--- config.mk ---
export PLATFORM = sky130hd
export DESIGN_NAME = treasure_tracker
export DESIGN_NICKNAME = d
export VERILOG_FILES = /design/src/rtl/treasure_tracker_pkg.sv /design/src/rtl/treasure_tracker_tile_index.sv /design/src/rtl/treasure_tracker.sv
export SDC_FILE = /design/constraint.sdc
export NUM_CORES = 1
export LEC_CHECK = 0
export BUFFER_PORTS_ARGS = -buffer_cell sky130_fd_sc_hd__buf_4
export CORE_MARGIN = 1
export CORE_UTILIZATION = 40
export DETAILED_ROUTE_END_ITERATION = 6
export SLEW_MARGIN = 5
export SYNTH_ARGS = -nofsm -noshare
export SYNTH_HDL_FRONTEND = slang
export SYNTH_HIERARCHICAL = 1
export SYNTH_SLANG_ARGS = --single-unit
export TNS_END_PERCENT = 100
--- constraint.sdc ---
create_clock -name Clk -period 9.2 [get_ports Clk]
set_input_delay 0.92 -clock Clk [delete_from_list [all_inputs] [get_ports Clk]]
set_output_delay 0.92 -clock Clk [all_outputs]
set_load 0.01 [all_outputs]
--- src/rtl/treasure_tracker_pkg.sv ---
// Shared grid geometry and FSM state type for the treasure tracker.
package treasure_tracker_pkg;

   localparam int MAP_W    = 12;
   localparam int MAP_H    = 12;
   localparam int MAP_BITS = MAP_W * MAP_H;

   typedef enum logic [1:0] {
      IDLE,
      COUNT,
      READY
   } state_t;

endpackage

--- src/rtl/treasure_tracker_tile_index.sv ---
// Converts a tile coordinate into its bit position in the packed map (row 0 in the MSBs).
module tile_index
   import treasure_tracker_pkg::*;
(
   input  logic [3:0] X,
   input  logic [3:0] Y,
   output logic [7:0] idx,
   output logic       valid
);

   localparam logic [7:0] LAST_IDX = 8'(MAP_BITS - 1);

   logic [7:0] w_linear;

   // Invalid coordinates still produce an index; callers must gate with valid.
   always_comb begin
      w_linear = ({4'd0, Y} * 8'(MAP_W)) + {4'd0, X};
      idx      = LAST_IDX - w_linear;
      valid    = (X < 4'(MAP_W)) && (Y < 4'(MAP_H));
   end

endmodule

--- src/rtl/treasure_tracker.sv ---
// Tracks live treasures for one level: counts the loaded map, then removes claimed tiles.
module treasure_tracker
   import treasure_tracker_pkg::*;
(
   input  logic                Clk,
   input  logic                Reset,
   input  logic                Load,
   input  logic [MAP_BITS-1:0] Map_In,
   input  logic                Collect_Valid,
   input  logic [3:0]          Collect_X,
   input  logic [3:0]          Collect_Y,
   input  logic [3:0]          Query_X,
   input  logic [3:0]          Query_Y,
   output logic                Query_Hit,
   output logic [MAP_BITS-1:0] Treasure_Live,
   output logic [7:0]          Remaining,
   output logic                Busy,
   output logic                Collect_Ack,
   output logic                Level_Clear
);

   localparam logic [7:0] LAST_IDX = 8'(MAP_BITS - 1);

   state_t              r_state;
   state_t              w_next_state;
   logic [MAP_BITS-1:0] r_live;
   logic [7:0]          r_scan;
   logic [7:0]          r_remaining;
   logic                r_ack;

   logic [7:0]          w_c_idx;
   logic                w_c_valid;
   logic [7:0]          w_q_idx;
   logic                w_q_valid;
   logic                w_take;

   tile_index u_collect_idx (
      .X     (Collect_X),
      .Y     (Collect_Y),
      .idx   (w_c_idx),
      .valid (w_c_valid)
   );

   tile_index u_query_idx (
      .X     (Query_X),
      .Y     (Query_Y),
      .idx   (w_q_idx),
      .valid (w_q_valid)
   );

   // A claim only lands in READY on a live, in-range tile; Load discards it.
   assign w_take = (r_state == READY) && Collect_Valid && !Load
                   && w_c_valid && r_live[w_c_idx];

   // NOTE: sequential state uses non-blocking assignments so every register samples pre-edge values.
   always_ff @(posedge Clk) begin
      if (Reset) begin
         r_state <= IDLE;
      end else begin
         r_state <= w_next_state;
      end
   end

   // NOTE: every always_comb output gets a default first so no path can infer a latch.
   always_comb begin
      w_next_state = r_state;
      if (Load) begin
         w_next_state = COUNT;
      end else begin
         case (r_state)
            IDLE:    w_next_state = IDLE;
            COUNT:   w_next_state = (r_scan == LAST_IDX) ? READY : COUNT;
            READY:   w_next_state = READY;
            default: w_next_state = IDLE;
         endcase
      end
   end

   always_comb begin
      Busy        = (r_state == COUNT);
      Level_Clear = (r_state == READY) && (r_remaining == 8'd0);
   end

   always_ff @(posedge Clk) begin
      if (Reset) begin
         r_live      <= '0;
         r_scan      <= '0;
         r_remaining <= '0;
         r_ack       <= 1'b0;
      end else if (Load) begin
         r_live      <= Map_In;
         r_scan      <= '0;
         r_remaining <= '0;
         r_ack       <= 1'b0;
      end else begin
         r_ack <= 1'b0;
         if (r_state == COUNT) begin
            r_remaining <= r_remaining + {7'd0, r_live[r_scan]};
            r_scan      <= r_scan + 8'd1;
         end else if (w_take) begin
            r_live[w_c_idx] <= 1'b0;
            r_remaining     <= r_remaining - 8'd1;
            r_ack           <= 1'b1;
         end
      end
   end

   // A live bit implies a nonzero count, so a take at zero means corrupted state.
   assert property (@(posedge Clk) disable iff (Reset) w_take |-> (r_remaining != 8'd0));

   assign Treasure_Live = r_live;
   assign Remaining     = r_remaining;
   assign Collect_Ack   = r_ack;
   assign Query_Hit     = w_q_valid && r_live[w_q_idx];

endmodule

==> summary.txt <==
Status
  – Status: finished, violations left
  – Failing checks: DRC

Die
  – IO Pins: 320
  – Core area: 30000 sq um
  – Die W: 177 microns
  – Starting Density: 0.410
  – Row cnt: 63
  – Die Y: 177 microns
  – Die ar.: 31400 sq um

Detailed routing
  – WL final: 50.9 mm
  – Detailed Routing Iterations Pass 1: 7
  – # DRC: 30
  – Initial DRC Count: 1395
  – Drt wl/cell: 25.9 microns
  – Mean number of vias per cell: 6.40
  – Vias after detailed routing: 12600
  – Post-route ant nets: 0

Synthesis
  – Largest family of logic cells by synthesized area: multiplexers
  – Count leader, synth: nand2_1
  – Post-Syn Instances: 1341
  – Number of flops mapped to enable cells by yosys: 0
  – Synth area leaders: dfxtp_1 27%, mux4_2 20%, nand2_1 5.3%, mux2i_1 4.4%, a21oi_1 4.1%
  – Post-synthesis register bit count: 163
  – Mux cell area share after synthesis: 0.240
  – Synth Area in Simple Gates: 0.205
  – Async S/R FF share, synth: 0
  – Synth warn: 6
  – Syn Std Cell Area: 12300 sq um
  – Post-Synth XOR/XNOR Area: 0.0143
  – Top_reg_cell synth: dfxtp_1
  – Avg Inst Size Synth: 9.16 sq um
  – Synth cell types: 60
  – Compound-Gate Fraction of Synth Area: 0.175
  – Top post-synthesis cells by count: 175 x nand2_1, 163 x dfxtp_1, 107 x mux4_2, 101 x a21oi_1, 89 x clkbuf_1
  – Post-synthesis sequential area ratio: 0.266
  – Adder-cell share of the synthesized area: 0.0375
  – Post-synth top area share: 0.266
  – Syn nets: 1540
  – Area leader, netlist: dfxtp_1

Cells and area
  – Fin util: 0.512
  – Non-filler cells, final: 1965
  – N_diodes: 0
  – Fraction of layout cells with a size suffix above 1: 0.318
  – Nets: 1761
  – Area grow syn2layout: 24.8%

Placed design
  – Final RePlAce weighted congestion: 0.943
  – Number of buffers added on ports: 319
  – DP Wirelength: 35.0 mm
  – # placed instances: 1933

Timing
  – Unrepaired setup endpoints after global routing: no
  – Max Fclk: 185 MHz
  – Slew headroom: 0.226
  – Pins over their slew limit: 0
  – Fin crit share: 0.586
  – Final Hold Viols: 0
  – Clock Skews: 0.0176 ns
  – Setup_tns: 0 ns
  – Setup Viol. Count Final: 0
  – Crit path time final: 5.39 ns
  – Slew @ Worst Pin: 1.16 ns

Power
  – Peak supply drop: 151 uV
  – P per Cell Area: 156 nW/um^2
  – Leak: 6.00 nW
  – Total power: 2.39 mW

Min path
  – Hold crit path type: reg -> reg
  – Hold_sp: Remaining[3]
  – Hold path endpoint: Remaining[3]
  – Worst Hold Path Cells: 2

Clock network
  – Clk_lat worst skew: 0.45 ns
  – CTS root buf: clkbuf_16
  – Setup bufs post-CTS: 0
  – Clock tree buffer depth: 2
  – CTS Buf Count: 17
  – Post_cts resized: 0
  – H-tree lvl count: 4
  – CTS tree: yes
  – CTS hold repair buffers: 0
  – TritonCTS sink count: 163
  – Reg clk slew, reported paths: 0.07 ns

GRT
  – Tot GR Track Use: 0.321
  – Initial antenna violation count: 0
  – Global-route wire length before repair: 75.0 mm
  – Grt ovf: 0
  – Vias in the first global route: 12200
  – Largest net degree at the start of global routing: 137

Setup path
  – Reg2Reg Depth: 15
  – FF-to-FF setup slack: 4.09 ns
  – RR Endpoint: Remaining[7]
  – Slowest library cell on the worst path: or3_1
  – Crit path cell chain: buf_4 -> ha_1 -> inv_1 -> fa_1 -> ha_1 -> xnor2_1 -> nand2_1 -> or3_1 -> a31oi_1 -> a2111oi_4 -> and3_2 -> buf_4 -> o41ai_1 -> a21oi_1
  – Critical path class: in -> reg
  – Crit path max fanout: 63
  – Critical Path AT: 5.69 ns
  – Crit. End Element: flop
  – Max stage delay on crit path: 0.79 ns
  – Startpoint Class: input port
  – WP data required: 9.49 ns
  – Reg2reg start: r_scan[0]

Job
  – Max-cap viol count: 0
[worst max-delay path by stage]
stage	cells after the start	startpoint	slack (ns)	endpoint
final	14	Collect_Y[0]	3.81	Treasure_Live[23]
after global routing	16	Collect_Y[0]	3.49	Treasure_Live[41]
after CTS	16	Collect_Y[0]	3.95	Treasure_Live[23]
after detailed placement	16	Collect_Y[0]	3.51	Treasure_Live[55]
after global placement	14	Collect_Y[0]	3.59	Treasure_Live[57]
after floorplan	19	Collect_Y[0]	4.47	Treasure_Live[15]
[kinds of logic (layout without fill, tap and decap cells)]
| group | Yosys count | in the layout |
|---|---|---|
| and+or+nand+nor | 464 | 464 |
| AOI/OAI and AO/OA | 323 | 323 |
| muxes | 161 | 161 |
| DFF | 163 | 163 |
| xor gates and xnor gates | 20 | 20 |
| buffers and inverters | 175 | 409 |
| adders and majority gates | 35 | 35 |
[critical path: cells and delay by family]
family / cells / cell delay, ns
simple gates: 3 / 1.56
buf+inv: 3 / 0.52
fa+ha+maj: 3 / 1.01
compound gates: 4 / 1.06
xor+xnor: 1 / 0.57
[flip-flops by register name (all words and copies together) (netlist names)]
register	flops
r_state	2
Collect_Ack	1
r_scan	8
Treasure_Live	144
Remaining	8
[power by group]
part / internal (mW) / total (mW) / switching [mW]
clock: 0.437 / 0.786 / 0.349
sequential: 0.743 / 0.805 / 0.0617
combinational: 0.297 / 0.795 / 0.498
[cell type report]
cell class                      instances  area [sq um]
Fill cell                            2839         14600
Multi-Input combinational cell       1003          8260
Sequential cell                       163          3270
Timing Repair Buffer                  337          2540
Tap cell                              390           488
Clock buffer                           18           429
Clock inverter                         14           190
Inverter                               40           151
[metrics by stage]
step           worst slack (ns)  hold slack (ns)  area (sq um)
2_1_floorplan              4.47            0.488         12300
3_3_place_gp               3.59            0.510         14700
3_5_place_dp               3.51            0.521         14700
4_1_cts                    3.95            0.535         15300
5_1_grt                    3.49            0.562         15300
6_report                   3.81            0.534         15300
[layer usage]
metal / routed length, microns / track usage
met1: 20400 / 0.425
met2: 23200 / 0.497
met3: 5350 / 0.0786
met4: 1930 / 0.133
met5: 0 / 0
[cells in the final DEF, fill, tap and decap left out, types with 4 or more instances in the layout]
| master | netlist | routed |
|---|---|---|
| and2_1 | 6 | 6 |
| nand3b_1 | 52 | 52 |
| clkbuf_16 | 0 | 17 |
| nor2b_1 | 58 | 58 |
| a21o_1 | 8 | 8 |
| ha_1 | 32 | 32 |
| o41ai_1 | 51 | 51 |
| nand3_1 | 27 | 27 |
| buf_4 | 6 | 335 |
| o211ai_1 | 15 | 15 |
| mux4_2 | 107 | 107 |
| nor3b_1 | 16 | 16 |
| xnor2_1 | 9 | 9 |
| nor2_1 | 23 | 23 |
| o22ai_1 | 51 | 51 |
| a21oi_1 | 101 | 101 |
| clkinv_1 | 4 | 4 |
| nor4_1 | 56 | 56 |
| o311ai_1 | 14 | 14 |
| mux2i_1 | 54 | 54 |
| o21ai_0 | 22 | 22 |
| nor3_1 | 9 | 9 |
| xor2_1 | 11 | 10 |
| nand2_1 | 175 | 175 |
| or3_1 | 18 | 18 |
| o21ai_1 | 21 | 21 |
| inv_1 | 35 | 33 |
| dfxtp_1 | 163 | 161 |
| inv_6 | 0 | 4 |
| nand4_1 | 5 | 5 |
| a22oi_1 | 14 | 14 |
No activity file was read; power rests on OpenSTA's default activity.
